`config.mk`:
```
export PLATFORM = sky130hd
export DESIGN_NAME = ahb_burst_addr_gen_flat
export DESIGN_NICKNAME = d
export VERILOG_FILES = /design/src/rtl/ahb_burst_addr_gen_if.sv /design/src/rtl/ahb_burst_addr_gen.sv /design/src/flat_wrapper.sv
export SDC_FILE = /design/constraint.sdc
export NUM_CORES = 1
export LEC_CHECK = 0
export ABC_CLOCK_PERIOD_IN_PS = 5910
export BUFFER_PORTS_ARGS = -buffer_cell sky130_fd_sc_hd__buf_2
export CORE_AREA = 2 2 137 126
export CTS_CLUSTER_DIAMETER = 200
export DETAILED_ROUTE_END_ITERATION = 10
export DIE_AREA = 0 0 139 128
export PLACE_DENSITY = 0.7
export SLEW_MARGIN = 10
export SYNTH_ARGS = -nofsm -noshare
export SYNTH_HDL_FRONTEND = slang
export SYNTH_SLANG_ARGS = --single-unit
```
`constraint.sdc`:
```
create_clock -name HCLK -period 5.91 [get_ports HCLK]
set_clock_uncertainty 0.05 [all_clocks]
set_input_delay 0.2955 -clock HCLK [delete_from_list [all_inputs] [get_ports HCLK]]
set_output_delay 0.2955 -clock HCLK [all_outputs]
set_load 0.01 [all_outputs]
```
`src/rtl/ahb_burst_addr_gen_if.sv`:
```
// Command and AHB address-phase signals of the burst address generator.
// The master modport is the generator; the slave modport is its environment.
interface ahb_burst_addr_gen_if #(
  parameter int ADDR_WIDTH = 32
);
  logic                  cmd_valid;
  logic                  cmd_ready;
  logic [ADDR_WIDTH-1:0] cmd_addr;
  logic [2:0]            cmd_burst;
  logic [2:0]            cmd_size;
  logic [7:0]            cmd_len;
  logic                  busy_req;
  logic                  HREADY;
  logic                  HRESP;
  logic [ADDR_WIDTH-1:0] HADDR;
  logic [1:0]            HTRANS;
  logic [2:0]            HBURST;
  logic [2:0]            HSIZE;
  logic [7:0]            beat_idx;
  logic                  burst_done;
  logic                  err_abort;
  logic                  cmd_err;

  modport master (
    input  cmd_valid, cmd_addr, cmd_burst, cmd_size, cmd_len, busy_req, HREADY, HRESP,
    output cmd_ready, HADDR, HTRANS, HBURST, HSIZE, beat_idx, burst_done, err_abort, cmd_err
  );

  modport slave (
    output cmd_valid, cmd_addr, cmd_burst, cmd_size, cmd_len, busy_req, HREADY, HRESP,
    input  cmd_ready, HADDR, HTRANS, HBURST, HSIZE, beat_idx, burst_done, err_abort, cmd_err
  );
endinterface

```
`src/rtl/ahb_burst_addr_gen.sv`:
```
// AHB master address-phase sequencer: one burst command in, registered HADDR/HTRANS beats out.
// Beat 0 appears the cycle after acceptance; HREADY=0 holds the beat, two-cycle ERROR aborts.
module ahb_burst_addr_gen #(
  parameter int ADDR_WIDTH = 32,
  parameter int DATA_WIDTH = 32,
  parameter int BOUNDARY   = 1024
) (
  input logic                  HCLK,
  input logic                  HRESET,
  ahb_burst_addr_gen_if.master bus
);

  localparam int MAX_SIZE = $clog2(DATA_WIDTH / 8);
  localparam int BND_BITS = $clog2(BOUNDARY);

  localparam logic [1:0] T_IDLE   = 2'd0;
  localparam logic [1:0] T_BUSY   = 2'd1;
  localparam logic [1:0] T_NONSEQ = 2'd2;
  localparam logic [1:0] T_SEQ    = 2'd3;

  typedef enum logic [2:0] {
    B_SINGLE = 3'd0, B_INCR   = 3'd1, B_WRAP4  = 3'd2, B_INCR4  = 3'd3,
    B_WRAP8  = 3'd4, B_INCR8  = 3'd5, B_WRAP16 = 3'd6, B_INCR16 = 3'd7
  } ahb_burst_e;

  typedef enum logic [1:0] {S_IDLE, S_ADDR, S_BUSY} state_e;

  state_e                state_q;
  logic [ADDR_WIDTH-1:0] haddr_q;
  logic [1:0]            htrans_q;
  ahb_burst_e            hburst_q;
  logic [2:0]            hsize_q;
  logic [7:0]            beat_idx_q;
  logic [7:0]            last_idx_q;
  logic                  wrap_q;
  logic [3:0]            wbits_q;
  logic                  cmd_ready_q;
  logic                  burst_done_q;
  logic                  err_abort_q;
  logic                  cmd_err_q;

  // Command decode
  logic [7:0]            cmd_last_d;
  logic                  cmd_wrap_d;
  logic                  cmd_fixed_d;
  logic [3:0]            cmd_wbits_d;
  logic [ADDR_WIDTH:0]   span_d;
  logic [ADDR_WIDTH:0]   last_byte_d;
  logic                  cross_d;
  logic                  size_bad_d;
  logic                  align_bad_d;
  logic                  cmd_bad_d;

  always_comb begin
    cmd_last_d  = 8'd0;
    cmd_wrap_d  = 1'b0;
    cmd_fixed_d = 1'b0;
    cmd_wbits_d = 4'd0;
    case (ahb_burst_e'(bus.cmd_burst))
      B_INCR:   cmd_last_d = bus.cmd_len;
      B_WRAP4:  begin cmd_last_d = 8'd3;  cmd_wrap_d  = 1'b1; cmd_wbits_d = {1'b0, bus.cmd_size} + 4'd2; end
      B_INCR4:  begin cmd_last_d = 8'd3;  cmd_fixed_d = 1'b1; end
      B_WRAP8:  begin cmd_last_d = 8'd7;  cmd_wrap_d  = 1'b1; cmd_wbits_d = {1'b0, bus.cmd_size} + 4'd3; end
      B_INCR8:  begin cmd_last_d = 8'd7;  cmd_fixed_d = 1'b1; end
      B_WRAP16: begin cmd_last_d = 8'd15; cmd_wrap_d  = 1'b1; cmd_wbits_d = {1'b0, bus.cmd_size} + 4'd4; end
      B_INCR16: begin cmd_last_d = 8'd15; cmd_fixed_d = 1'b1; end
      default:  cmd_last_d = 8'd0;
    endcase
  end

  // The extra top bit catches a fixed burst running off the end of the address space.
  assign span_d      = (ADDR_WIDTH+1)'({1'b0, cmd_last_d} + 9'd1) << bus.cmd_size;
  assign last_byte_d = {1'b0, bus.cmd_addr} + span_d - (ADDR_WIDTH+1)'(1);
  assign cross_d     = cmd_fixed_d &&
                       ((last_byte_d >> BND_BITS) != ({1'b0, bus.cmd_addr} >> BND_BITS));
  assign size_bad_d  = bus.cmd_size > 3'(MAX_SIZE);
  assign align_bad_d = |(bus.cmd_addr & ~({ADDR_WIDTH{1'b1}} << bus.cmd_size));
  assign cmd_bad_d   = size_bad_d | align_bad_d | cross_d;

  // Next beat address
  logic [ADDR_WIDTH-1:0] inc_d;
  logic [ADDR_WIDTH-1:0] sum_d;
  logic [ADDR_WIDTH-1:0] wmask_d;
  logic [ADDR_WIDTH-1:0] nxt_addr_d;
  logic [1:0]            nxt_trans_d;
  logic [1:0]            rsm_trans_d;
  logic                  last_beat_d;

  assign inc_d       = {{(ADDR_WIDTH-1){1'b0}}, 1'b1} << hsize_q;
  assign sum_d       = haddr_q + inc_d;
  assign wmask_d     = ~({ADDR_WIDTH{1'b1}} << wbits_q);
  assign nxt_addr_d  = wrap_q ? ((haddr_q & ~wmask_d) | (sum_d & wmask_d)) : sum_d;
  // Undefined-length INCR restarts with NONSEQ at each boundary it crosses.
  assign nxt_trans_d = (hburst_q == B_INCR && nxt_addr_d[BND_BITS-1:0] == '0) ? T_NONSEQ : T_SEQ;
  assign rsm_trans_d = (hburst_q == B_INCR && haddr_q[BND_BITS-1:0] == '0) ? T_NONSEQ : T_SEQ;
  assign last_beat_d = beat_idx_q == last_idx_q;

  always_ff @(posedge HCLK) begin
    if (HRESET) begin
      state_q      <= S_IDLE;
      haddr_q      <= '0;
      htrans_q     <= T_IDLE;
      hburst_q     <= B_SINGLE;
      hsize_q      <= 3'd0;
      beat_idx_q   <= 8'd0;
      last_idx_q   <= 8'd0;
      wrap_q       <= 1'b0;
      wbits_q      <= 4'd0;
      cmd_ready_q  <= 1'b1;
      burst_done_q <= 1'b0;
      err_abort_q  <= 1'b0;
      cmd_err_q    <= 1'b0;
    end else begin
      burst_done_q <= 1'b0;
      err_abort_q  <= 1'b0;
      cmd_err_q    <= 1'b0;
      case (state_q)
        S_IDLE: begin
          if (bus.cmd_valid) begin
            if (cmd_bad_d) begin
              cmd_err_q <= 1'b1;
            end else begin
              haddr_q     <= bus.cmd_addr;
              htrans_q    <= T_NONSEQ;
              hburst_q    <= ahb_burst_e'(bus.cmd_burst);
              hsize_q     <= bus.cmd_size;
              beat_idx_q  <= 8'd0;
              last_idx_q  <= cmd_last_d;
              wrap_q      <= cmd_wrap_d;
              wbits_q     <= cmd_wbits_d;
              cmd_ready_q <= 1'b0;
              state_q     <= S_ADDR;
            end
          end
        end
        S_ADDR: begin
          if (bus.HRESP && !bus.HREADY) begin
            htrans_q    <= T_IDLE;
            err_abort_q <= 1'b1;
            cmd_ready_q <= 1'b1;
            state_q     <= S_IDLE;
          end else if (bus.HREADY) begin
            if (last_beat_d) begin
              htrans_q     <= T_IDLE;
              burst_done_q <= 1'b1;
              cmd_ready_q  <= 1'b1;
              state_q      <= S_IDLE;
            end else begin
              haddr_q    <= nxt_addr_d;
              beat_idx_q <= beat_idx_q + 8'd1;
              if (bus.busy_req) begin
                htrans_q <= T_BUSY;
                state_q  <= S_BUSY;
              end else begin
                htrans_q <= nxt_trans_d;
              end
            end
          end
        end
        S_BUSY: begin
          if (bus.HRESP && !bus.HREADY) begin
            htrans_q    <= T_IDLE;
            err_abort_q <= 1'b1;
            cmd_ready_q <= 1'b1;
            state_q     <= S_IDLE;
          end else if (bus.HREADY && !bus.busy_req) begin
            htrans_q <= rsm_trans_d;
            state_q  <= S_ADDR;
          end
        end
        default: state_q <= S_IDLE;
      endcase
    end
  end

  assign bus.cmd_ready  = cmd_ready_q;
  assign bus.HADDR      = haddr_q;
  assign bus.HTRANS     = htrans_q;
  assign bus.HBURST     = hburst_q;
  assign bus.HSIZE      = hsize_q;
  assign bus.beat_idx   = beat_idx_q;
  assign bus.burst_done = burst_done_q;
  assign bus.err_abort  = err_abort_q;
  assign bus.cmd_err    = cmd_err_q;

endmodule

```
`src/flat_wrapper.sv`:
```
// flat-port wrapper written by rule: the top's interface ports become plain ports
module ahb_burst_addr_gen_flat 
#(
  parameter int ADDR_WIDTH = 32,
  parameter int DATA_WIDTH = 32,
  parameter int BOUNDARY   = 1024
)
  (HCLK, HRESET, bus_cmd_valid, bus_cmd_addr, bus_cmd_burst, bus_cmd_size, bus_cmd_len, bus_busy_req, bus_HREADY, bus_HRESP, bus_cmd_ready, bus_HADDR, bus_HTRANS, bus_HBURST, bus_HSIZE, bus_beat_idx, bus_burst_done, bus_err_abort, bus_cmd_err);
  ahb_burst_addr_gen_if #(.ADDR_WIDTH(ADDR_WIDTH)) bus_i ();
  input logic HCLK;
  input logic HRESET;
  input wire logic [$bits(bus_i.cmd_valid)-1:0] bus_cmd_valid;
  input wire logic [$bits(bus_i.cmd_addr)-1:0] bus_cmd_addr;
  input wire logic [$bits(bus_i.cmd_burst)-1:0] bus_cmd_burst;
  input wire logic [$bits(bus_i.cmd_size)-1:0] bus_cmd_size;
  input wire logic [$bits(bus_i.cmd_len)-1:0] bus_cmd_len;
  input wire logic [$bits(bus_i.busy_req)-1:0] bus_busy_req;
  input wire logic [$bits(bus_i.HREADY)-1:0] bus_HREADY;
  input wire logic [$bits(bus_i.HRESP)-1:0] bus_HRESP;
  output wire logic [$bits(bus_i.cmd_ready)-1:0] bus_cmd_ready;
  output wire logic [$bits(bus_i.HADDR)-1:0] bus_HADDR;
  output wire logic [$bits(bus_i.HTRANS)-1:0] bus_HTRANS;
  output wire logic [$bits(bus_i.HBURST)-1:0] bus_HBURST;
  output wire logic [$bits(bus_i.HSIZE)-1:0] bus_HSIZE;
  output wire logic [$bits(bus_i.beat_idx)-1:0] bus_beat_idx;
  output wire logic [$bits(bus_i.burst_done)-1:0] bus_burst_done;
  output wire logic [$bits(bus_i.err_abort)-1:0] bus_err_abort;
  output wire logic [$bits(bus_i.cmd_err)-1:0] bus_cmd_err;
  assign bus_i.cmd_valid = bus_cmd_valid;
  assign bus_i.cmd_addr = bus_cmd_addr;
  assign bus_i.cmd_burst = bus_cmd_burst;
  assign bus_i.cmd_size = bus_cmd_size;
  assign bus_i.cmd_len = bus_cmd_len;
  assign bus_i.busy_req = bus_busy_req;
  assign bus_i.HREADY = bus_HREADY;
  assign bus_i.HRESP = bus_HRESP;
  assign bus_cmd_ready = bus_i.cmd_ready;
  assign bus_HADDR = bus_i.HADDR;
  assign bus_HTRANS = bus_i.HTRANS;
  assign bus_HBURST = bus_i.HBURST;
  assign bus_HSIZE = bus_i.HSIZE;
  assign bus_beat_idx = bus_i.beat_idx;
  assign bus_burst_done = bus_i.burst_done;
  assign bus_err_abort = bus_i.err_abort;
  assign bus_cmd_err = bus_i.cmd_err;
  ahb_burst_addr_gen #(.ADDR_WIDTH(ADDR_WIDTH), .DATA_WIDTH(DATA_WIDTH), .BOUNDARY(BOUNDARY)) u_core (.HCLK(HCLK), .HRESET(HRESET), .bus(bus_i));
endmodule
```
# After elaboration in Yosys (flattened, before gate mapping)
# Index checks and enable logic that the tools add are counted.
[totals]
output_inout_bits = 52
elab_cells = 137
in_bits = 52
ff_bits = 67
[op_classes]
n_eq_ne = 22
bitwise_logic = 15
n_addsub = 8
reduce_logical = 27
n_shift = 4
n_lt_le_gt_ge = 1
n_mux = 47
[ops]
columns = ["operator", "n"]
rows = [
  ["32-bit 2-to-1 mux", 6],
  ["32-bit AND", 3],
  ["32-bit inverter", 3],
  ["32-bit case mux with 2 select lines", 1],
  ["8-bit 2-to-1 mux", 5],
  ["32-bit by 33-bit adder with 33-bit output", 1],
  ["33-bit by 3-bit << shifter with 33-bit output", 1],
  ["33-bit by 1-bit subtractor with 33-bit output (second input constant)", 1],
  ["32-bit adder", 1],
  ["2-bit 2-to-1 mux", 16],
  ["32-bit OR", 1],
  ["8-bit case mux with 4 select lines", 1],
  ["32-bit OR reduction", 1],
  ["1-bit by 3-bit << shifter with 32-bit output (first input constant)", 1],
  ["32-bit by 3-bit << shifter with 32-bit output (first input constant)", 1],
  ["32-bit by 4-bit << shifter with 32-bit output (first input constant)", 1],
  ["23-bit by 22-bit inequality test with 1-bit output", 1],
  ["10-bit logical NOT", 2],
  ["8-bit case mux with 2 select lines", 1],
  ["1-bit 2-to-1 mux", 13],
  ["3-bit equality test (second input constant)", 4],
  ["2-bit case mux with 3 select lines", 2],
  ["4-bit case mux with 3 select lines", 1],
  ["6-bit AND reduction", 2],
  ["28 further kinds", 54],
]

# Logic depth before layout (Yosys ltp)
# Gate-level depths: netlist of run 1.
[depth]
depth_word = 14
depth_mapped = 29
mapped_depth_nobuf = 26

# Least setup slack after synthesis of run 1
# Ideal clock, no wire load.
[synth_timing]
path_type = "input to register"
startpoint = "input port bus_cmd_burst[1]"
endpoint = "register u_core.haddr_q[19], in the netlist u_core.bus.HADDR[19]"
arrival_ns = 5.596
n_path_buf = 3
stages = 28
slack_ns = 0.177
setup_time_ns = 0.086
required_ns = 5.774
cell_sequence = "or2_1 -> a21oi_2 -> inv_2 -> ha_1 -> and3_1 -> clkbuf_1 -> and3_1 -> xnor2_1 -> mux2_2 -> or3_1 -> o21ai_0 -> a21oi_1 -> ha_1 -> inv_1 -> ha_1 -> buf_2 -> nand4_1 -> a2111oi_0 -> a21oi_1 -> and4_1 -> nor4_1 -> nand4_1 -> nor4_2 -> o2111ai_2 -> a31oi_4 -> nand2_2 -> buf_6 -> a221oi_2"
[synth_between]
elab_chain_cells = 12
word_cells_on_any_way = 22
cone_classes = "add/sub (3); eq/ne (9); shift (1); mux (2); bitwise (1); reduce/logical (6)"
[synth_rtl]
columns = ["element", "line_no", "source"]
rows = [
  ["start, declared", "flat_wrapper.sv:14", "input wire logic [$bits(bus_i.cmd_burst)-1:0] bus_cmd_burst;"],
  ["3-bit equality test or 3-bit by 2-bit equality test with 1-bit output (tied branches)", "ahb_burst_addr_gen.sv:59", "case (ahb_burst_e'(bus.cmd_burst))"],
  ["2-bit OR reduction (no line)", "--", ""],
  ["8-bit case mux with 4 select lines (*)", "ahb_burst_addr_gen.sv:59", ""],
  ["via u_core.cmd_last_d[0]", "ahb_burst_addr_gen.sv:43", "logic [7:0] cmd_last_d;"],
  ["8-bit by 1-bit adder with 9-bit output (*)", "ahb_burst_addr_gen.sv:72", "assign span_d = (ADDR_WIDTH+1)'({1'b0, cmd_last_d} + 9'd1) << bus.cmd_size;"],
  ["33-bit by 3-bit << shifter with 33-bit output (*)", "ahb_burst_addr_gen.sv:72", ""],
  ["32-bit by 33-bit adder with 33-bit output (*)", "ahb_burst_addr_gen.sv:73", "assign last_byte_d = {1'b0, bus.cmd_addr} + span_d - (ADDR_WIDTH+1)'(1);"],
  ["33-bit by 1-bit subtractor with 33-bit output (*)", "ahb_burst_addr_gen.sv:73", ""],
  ["23-bit by 22-bit inequality test with 1-bit output (*)", "ahb_burst_addr_gen.sv:75", "((last_byte_d >> BND_BITS) != ({1'b0, bus.cmd_addr} >> BND_BITS));"],
  ["1-bit logical AND (*)", "ahb_burst_addr_gen.sv:74", "assign cross_d = cmd_fixed_d &&"],
  ["1-bit OR (*)", "ahb_burst_addr_gen.sv:78", "assign cmd_bad_d = size_bad_d | align_bad_d | cross_d;"],
  ["2-bit inequality test (no line) (*)", "--", ""],
  ["6-bit AND reduction (no line) (*)", "--", ""],
  ["end signal, assigned", "ahb_burst_addr_gen.sv:123", "haddr_q <= bus.cmd_addr;"],
  ["end signal, assigned", "ahb_burst_addr_gen.sv:149", "haddr_q <= nxt_addr_d;"],
  ["end, declared", "ahb_burst_addr_gen.sv:29", "logic [ADDR_WIDTH-1:0] haddr_q;"],
]
# The timed path passes the listed nets; every way through them passes the cells marked *.
# A chain may end at the register's enable or synchronous reset.

# Worst setup path in the final report of run 1
[layout_timing]
startpoint = "input port bus_cmd_burst[1]"
endpoint = "register u_core.beat_idx_q[4], in the netlist u_core.bus.beat_idx[4]"
[layout_between]
elab_chain_cells = 12
word_cells_on_any_way = 22
cone_classes = "add/sub (3); eq/ne (9); shift (1); mux (2); bitwise (1); reduce/logical (6)"
[layout_rtl]
columns = ["element", "line_no", "source"]
rows = [
  ["3-bit equality test or 3-bit by 2-bit equality test with 1-bit output (tied branches)", "ahb_burst_addr_gen.sv:59", ""],
  ["2-bit OR reduction (no line)", "--", ""],
  ["8-bit case mux with 4 select lines (*)", "ahb_burst_addr_gen.sv:59", ""],
  ["via u_core.cmd_last_d[0]", "ahb_burst_addr_gen.sv:43", ""],
  ["8-bit by 1-bit adder with 9-bit output (*)", "ahb_burst_addr_gen.sv:72", ""],
  ["33-bit by 3-bit << shifter with 33-bit output (*)", "ahb_burst_addr_gen.sv:72", ""],
  ["32-bit by 33-bit adder with 33-bit output (*)", "ahb_burst_addr_gen.sv:73", ""],
  ["33-bit by 1-bit subtractor with 33-bit output (*)", "ahb_burst_addr_gen.sv:73", ""],
  ["23-bit by 22-bit inequality test with 1-bit output (*)", "ahb_burst_addr_gen.sv:75", ""],
  ["1-bit logical AND (*)", "ahb_burst_addr_gen.sv:74", ""],
  ["1-bit OR (*)", "ahb_burst_addr_gen.sv:78", ""],
  ["2-bit inequality test (no line) (*)", "--", ""],
  ["6-bit AND reduction (no line) (*)", "--", ""],
  ["end signal, assigned", "ahb_burst_addr_gen.sv:150", "beat_idx_q <= beat_idx_q + 8'd1;"],
  ["end, declared", "ahb_burst_addr_gen.sv:33", "logic [7:0] beat_idx_q;"],
]
# Marks and branches as above.

==> metrics.csv, run 1 <==
stage,metric,value,unit
synth,ys_types,80,
worst_setup_path,start_kind,input pin,
worst_setup_path,crit_fanout,11,
grt,antenna_found_initial,0,
pwr,leakage,0.00420,µW
detailed_routing,via_count,9203,
synth,ys.flop_type,dfxtp_1,
clock_tree,clockBufferDepth,2,
finish,mostFrequentLayoutCell,nor2_1,
pwr,irDropWorstVdd,0.000207,V
outcome,outcome,finished clean,
worst_setup_path,cp_slowest_cell,nor4_2,
clock_tree,numCtsBuffers,9,
clock_tree,cts.sinks,67,
timing,worstMarginPinSlew,786,ps
floorplan,die_area,17800,µm²
timing,setup_viol,0,
timing,fin_crit,5670,ps
clock_tree,clk_latency,330,ps
grt,grt_first_pass_wirelength,43900,µm
synth,yosys.area.top_type,dfxtp_1,
synth,netlist_area,8030,µm²
synth,ys_seq_area_frac,0.167,
finish,final_nets,1411,
floorplan,io_pins,104,
grt,grt_max_degree,67,
clock_tree,post_cts_buffers,0,
min_path,worstHoldPathType,in -> reg,
worst_setup_path,critical_path_class,in -> reg,
worst_setup_path,critical_path_required,6040,ps
synth,synth.net_count,1261,
finish,final_cell_mix,"109 x nor2_1, 108 x nand2_1, 103 x buf_2",
finish,fillers,1541,
timing,maxSlewViolCount,0,
synth,netlist_instances,1141,
worst_setup_path,r2r_start,u_core.bus.HSIZE[0],
timing,fin_hold_ws,166,ps
min_path,min_from,bus_HREADY,
synth,synth_top_area_frac,0.167,
grt,grt_pass1_vias,8342,
run,drv_cap,0,
detailed_routing,totalWireLength,28100,µm
timing,layout_setup_ws,235,ps
placed_design,hpwlAfterDp,22100,µm
worst_setup_path,crit_start,bus_cmd_burst[1],
synth,ys_async_sr_fraction,0,
floorplan,fp-row-count,45,
timing,period_share,0.960,
detailed_routing,first_pass_iters,6,
placed_design,place.port_buffers,103,
detailed_routing,drt_iter0_drc,763,
timing,maxSlewHeadroom,0.473,
detailed_routing,drc,0,
pwr,finalPower,2190,µW
placed_design,gp_congestion,0.968,
pwr,power_density,221,nW/µm²
floorplan,core,16400,µm²
synth,ys.warnings.count,0,
finish,fin_area,9880,µm²
clock_tree,cts-root-buf,clkbuf_16,
clock_tree,cts.reportedPaths.clkPinSlew,60,ps
worst_setup_path,cp_top_family,simple AND/OR/NAND/NOR gates,
floorplan,die_y,128,µm
floorplan,start_util,0.489,
timing,hold_viol_final,0,
synth,synth.avg_cell_area,7.04,µm²
synth,synthTopCellsByArea,"dfxtp_1 17%, ha_1 10%, a21oi_1 5.5%",
clock_tree,htree_levels,3,
finish,drive_above_1_share,0.214,
detailed_routing,routed_via_density,6.11,
synth,synth_seq_cells,67,
synth,synth_edf_count,0,
worst_setup_path,end_kind,register,
grt,overflow,0,
worst_setup_path,path_buf_inv,5,
placed_design,dpl_cell_area,9290,µm²
worst_setup_path,cp.arrival,5800,ps
clock_tree,tritoncts,done,
grt,grt_use_total,0.304,
detailed_routing,wire_per_inst,18.7,µm
worst_setup_path,slowest_delay,330,ps
placed_design,place_ws,-361,ps
finish,antenna_cells,0,
detailed_routing,antenna_left,0,
floorplan,dieWidth,139,µm
timing,timing.fmax,176,MHz
finish,area_growth,23.0,%
[metal layers]
metal	up-vias	global-route usage	share of wire
met5	-	0	0
met4	0	0.0873	0.031
met3	65	0.0370	0.062
met2	374	0.516	0.47
met1	4320	0.408	0.44
li1	4444	-	-
[flip-flops by register name, summed over array words and instances, names as in the netlist, named ones only]
signal and cells:
u_core.bus.HADDR 27, u_core.bus.beat_idx 8, u_core.last_idx_q 8, u_core.wbits_q 4, u_core.bus.HBURST 3, u_core.bus.HSIZE 3
u_core.bus.HTRANS 2, u_core.state_q 2, u_core.bus.burst_done 1, u_core.bus.cmd_err 1, u_core.bus.cmd_ready 1, u_core.bus.err_abort 1
u_core.wrap_q 1
[worst paths after layout]
check	end	slack, ps	cells past startpoint
hold reg to reg	u_core.bus.HTRANS[1]	410	2
setup / recovery	u_core.bus.beat_idx[4]	240	28
setup reg to reg	u_core.bus.HADDR[18]	1840	13
hold / removal	u_core.bus.burst_done	170	3
[logic make-up (layout without fill, tap and decap cells)]
| kind of cell | Yosys count | count (layout) | synth area share |
|---|---|---|---|
| AND/OR/NAND/NOR | 413 | 413 | 0.247 |
| AO/OA/AOI/OAI | 327 | 327 | 0.279 |
| buffers and inverters | 161 | 316 | 0.0782 |
| adder cells (fa/ha/maj) | 68 | 68 | 0.107 |
| flip-flops | 67 | 67 | 0.167 |
| XOR/XNOR | 62 | 62 | 0.0676 |
| multiplexers | 43 | 43 | 0.0540 |
[per-stage QoR]
step | cells | TNS [ps] | utilization
3_3_place_gp | 1490 | -11590 | 0.565
3_5_place_dp | 1490 | -15500 | 0.565
5_1_grt | 1507 | -667 | 0.601
6_report | 1507 | 0 | 0.601
2_1_floorplan | 1141 | 0 | -
4_1_cts | 1506 | 0 | 0.586
[synth_stat cells, drive strengths merged (8+ instances only)]
cell,count
nor2,110
nand2,109
inv,104
a21oi,90
o21ai,73
dfxtp,67
ha,67
nand3,44
clkbuf,41
mux2i,40
xnor2,36
nor3,34
xor2,26
nand4,24
and3,17
a221oi,16
a211oi,15
nor4,15
o22ai,15
buf,14
nand2b,10
o211ai,10
a31oi,9
o21a,9
a21o,8
nor2b,8
nor3b,8
o21bai,8
[power by group]
| group | total [µW] | switching (µW) | internal [µW] | leakage (µW) |
|---|---|---|---|---|
| sequential | 533 | 43.8 | 489 | 0.000542 |
| clock | 603 | 209 | 394 | 0.000158 |
| combinational | 1050 | 617 | 435 | 0.00350 |
| total | 2190 | 870 | 1320 | 0.00420 |
[worst min-delay path: cells and delay by family]
family                 cells  cell delay (ps)
and+or+nand+nor            2               90
buffers and inverters      1              120
[final cells by class]
type | instances | area [µm²] | area share
Inverter | 106 | 398 | 0.0403
Clock inverter | 5 | 83.8 | 0.00848
Clock buffer | 11 | 253 | 0.0256
Sequential cell | 67 | 1340 | 0.136
Multi-Input combinational cell | 913 | 6290 | 0.636
Timing Repair Buffer | 194 | 1250 | 0.127
Tap cell | 211 | 264 | 0.0267
[what timing repair did]
action,in CTS,in global routing
resized for setup,1,55
pin swaps,1,14
endpoints found under the setup margin,9,65
cloned,0,1
hold buffers,0,0
No activity file was read; power rests on OpenSTA's default activity.
==> run 2: changes to the inputs <==
--- a/config.mk
+++ b/config.mk
@@ -11,7 +11,7 @@
 export CTS_CLUSTER_DIAMETER = 200
 export DETAILED_ROUTE_END_ITERATION = 10
 export DIE_AREA = 0 0 139 128
-export PLACE_DENSITY = 0.7
+export PLACE_DENSITY = 0.68
 export SLEW_MARGIN = 10
 export SYNTH_ARGS = -nofsm -noshare
 export SYNTH_HDL_FRONTEND = slang
==> run 2 against run 1 <==
Net effect:
- setup slack gained 0.53 ps
- sequential power is essentially flat
- die area unchanged
- final cell count grew 1.3%
- critical path depth increased by 3
- clock power grew 0.8%
- cell area rose by 2.4%
- largest cell class unchanged
==> metrics.csv, run 2 (same netlist as run 1, synthesis figures left out) <==
stage,metric,value,unit,change
detailed_routing,drt_iter0_drc,932,,was 763
grt,overflow,0,,unchanged
grt,grt.met3_usage,0.0519,,was 0.0370
worst_setup_path,cp.arrival,5870,ps,was 5800 ps
worst_setup_path,critical_path_required,6100,ps,was 6040 ps
grt,grt_use_total,0.310,,was 0.304
clock_tree,holdBufCountCts,0,,unchanged
grt,grt_use_met1,0.416,,was 0.408
finish,drive_above_1_share,0.231,,was 0.214
detailed_routing,routed_via_density,6.12,,was 6.11
finish,final_nets,1430,,was 1411
placed_design,dpl_cell_area,9410,µm²,was 9290 µm²
clock_tree,cts.reportedPaths.clkPinSlew,60,ps,about the same
pwr,irDropWorstVdd,0.000166,V,was 0.000207 V
detailed_routing,first_pass_iters,5,,was 6
finish,seq_area,1340,µm²,unchanged
outcome,outcome,finished clean,,unchanged
grt,grt_first_pass_wirelength,44600,µm,was 43900 µm
floorplan,start_util,0.489,,unchanged
timing,hold_viol_final,0,,unchanged
finish,mostFrequentLayoutCell,nor2_1,,unchanged
min_path,hold_depth,3,,unchanged
finish,utilization,0.616,,was 0.601
timing,period_share,0.960,,about the same
finish,fillers,1593,,was 1541
worst_setup_path,crit_fanout,7,,was 11
floorplan,die_y,128,µm,unchanged
worst_setup_path,end_kind,register,,unchanged
floorplan,die_area,17800,µm²,unchanged
timing,fin_crit,5670,ps,about the same
clock_tree,tritoncts,done,,unchanged
finish,largest_reg_flops,27,,unchanged
grt,antenna_found_initial,0,,unchanged
finish,antenna_cells,0,,unchanged
pwr,leakage,0.00433,µW,was 0.00420 µW
timing,timing.fmax,176,MHz,about the same
floorplan,io_pins,104,,unchanged
grt,grt_most_used_layer,met2,,unchanged
clock_tree,cts-root-buf,clkbuf_16,,unchanged
run,drv_cap,0,,unchanged
clock_tree,cts.sinks,67,,unchanged
timing,maxSlewHeadroom,0.427,,was 0.473
floorplan,core,16400,µm²,unchanged
detailed_routing,antenna_left,0,,unchanged
finish,area_growth,26.0,%,was 23.0%
detailed_routing,totalWireLength,29000,µm,was 28100 µm
placed_design,place.port_buffers,103,,unchanged
grt,grt_max_degree,49,,was 67
placed_design,gp_congestion,0.948,,was 0.968
worst_setup_path,worstRegToRegCells,13,,unchanged
clock_tree,clk_latency,350,ps,was 330 ps
clock_tree,clockBufferDepth,2,,unchanged
placed_design,hpwlAfterDp,22500,µm,was 22100 µm
timing,worstMarginPinSlew,859,ps,was 786 ps
detailed_routing,wire_per_inst,19.0,µm,was 18.7 µm
timing,setup_viol,0,,unchanged
finish,fin_area,10100,µm²,was 9880 µm²
timing,maxSlewViolCount,0,,unchanged
clock_tree,htree_levels,3,,unchanged
worst_setup_path,cp_slowest_cell,a311o_1,,was nor4_2
min_path,worstHoldPathType,in -> reg,,unchanged
worst_setup_path,critical_path_class,in -> reg,,unchanged
timing,rsz0062_at_grt,true,,
detailed_routing,drc,0,,unchanged
detailed_routing,via_count,9338,,was 9203
worst_setup_path,start_kind,input pin,,unchanged
finish,multi_input_area,6350,µm²,was 6290 µm²
floorplan,dieWidth,139,µm,unchanged
worst_setup_path,slowest_delay,400,ps,was 330 ps
floorplan,fp-row-count,45,,unchanged
pwr,power_density,222,nW/µm²,was 221 nW/µm²
clock_tree,numCtsBuffers,9,,unchanged
grt,grt_pass1_vias,8463,,was 8342
finish,final_cell_mix,"109 x nor2_1, 107 x nand2_1, 103 x buf_2",,"was 109 x nor2_1, 108 x nand2_1, 103 x buf_2"
grt,grt_use_met2,0.504,,was 0.516
[run 2: repair_timing]
| item | 4_1_cts | 5_1_grt |
|---|---|---|
| setup endpoints to repair | 7 | 65 |
| setup buffers | 0 | 3 |
| gates cloned | 0 | 3 |
| resized for setup | 9 | 59 |
| pin swaps | 1 | 22 |
[run 2: where the power goes]
group	internal, µW	total (µW)	switching, µW
Sequential	489	535	45.9
Combinational	467	1100	633
Clock	386	608	222
[run 2: cell type report]
type                    instances  area share
clock inverters                 6     0.00939
multi-input cells             913       0.627
repair buffers                213       0.142
flip-flops and latches         67       0.133
inverters                     106      0.0393
clock buffers                  10      0.0236
well taps                     211      0.0261
[run 2: stage by stage]
stage | worst slack (ps) | total power (µW) | hold slack, ps | std cells | setup TNS, ps
6_report | 236 | 2240 | 151 | 1526 | 0
5_1_grt | -59.5 | 2370 | 159 | 1526 | -495
4_1_cts | 17.9 | 2170 | 136 | 1520 | 0
3_5_place_dp | -401 | 1550 | 398 | 1504 | -17790
3_3_place_gp | -382 | 1550 | 403 | 1504 | -17540
2_1_floorplan | 177 | 1170 | 364 | 1141 | 0
[run 2: worst max-delay path: cells and delay by family]
family	cells	cell delay, ps
fa+ha+maj	3	750
mux	1	290
xor+xnor	1	140
compound gates	12	2060
buf+inv	8	970
simple gates	6	1320
[run 2: worst paths after layout]
check,to,slack (ps),from
setup / recovery,u_core.bus.beat_idx[6],240,bus_cmd_burst[1]
hold / removal,u_core.bus.burst_done,150,bus_HREADY
setup reg to reg,u_core.bus.HADDR[18],1760,u_core.bus.HSIZE[0]
hold reg to reg,u_core.bus.HTRANS[0],420,u_core.bus.HTRANS[0]
[run 2: layer usage]
layer  up-vias  share of wire
met5         -              0
met4         0          0.032
met3        63          0.057
met2       362           0.46
met1      4420           0.45
li1       4493              -
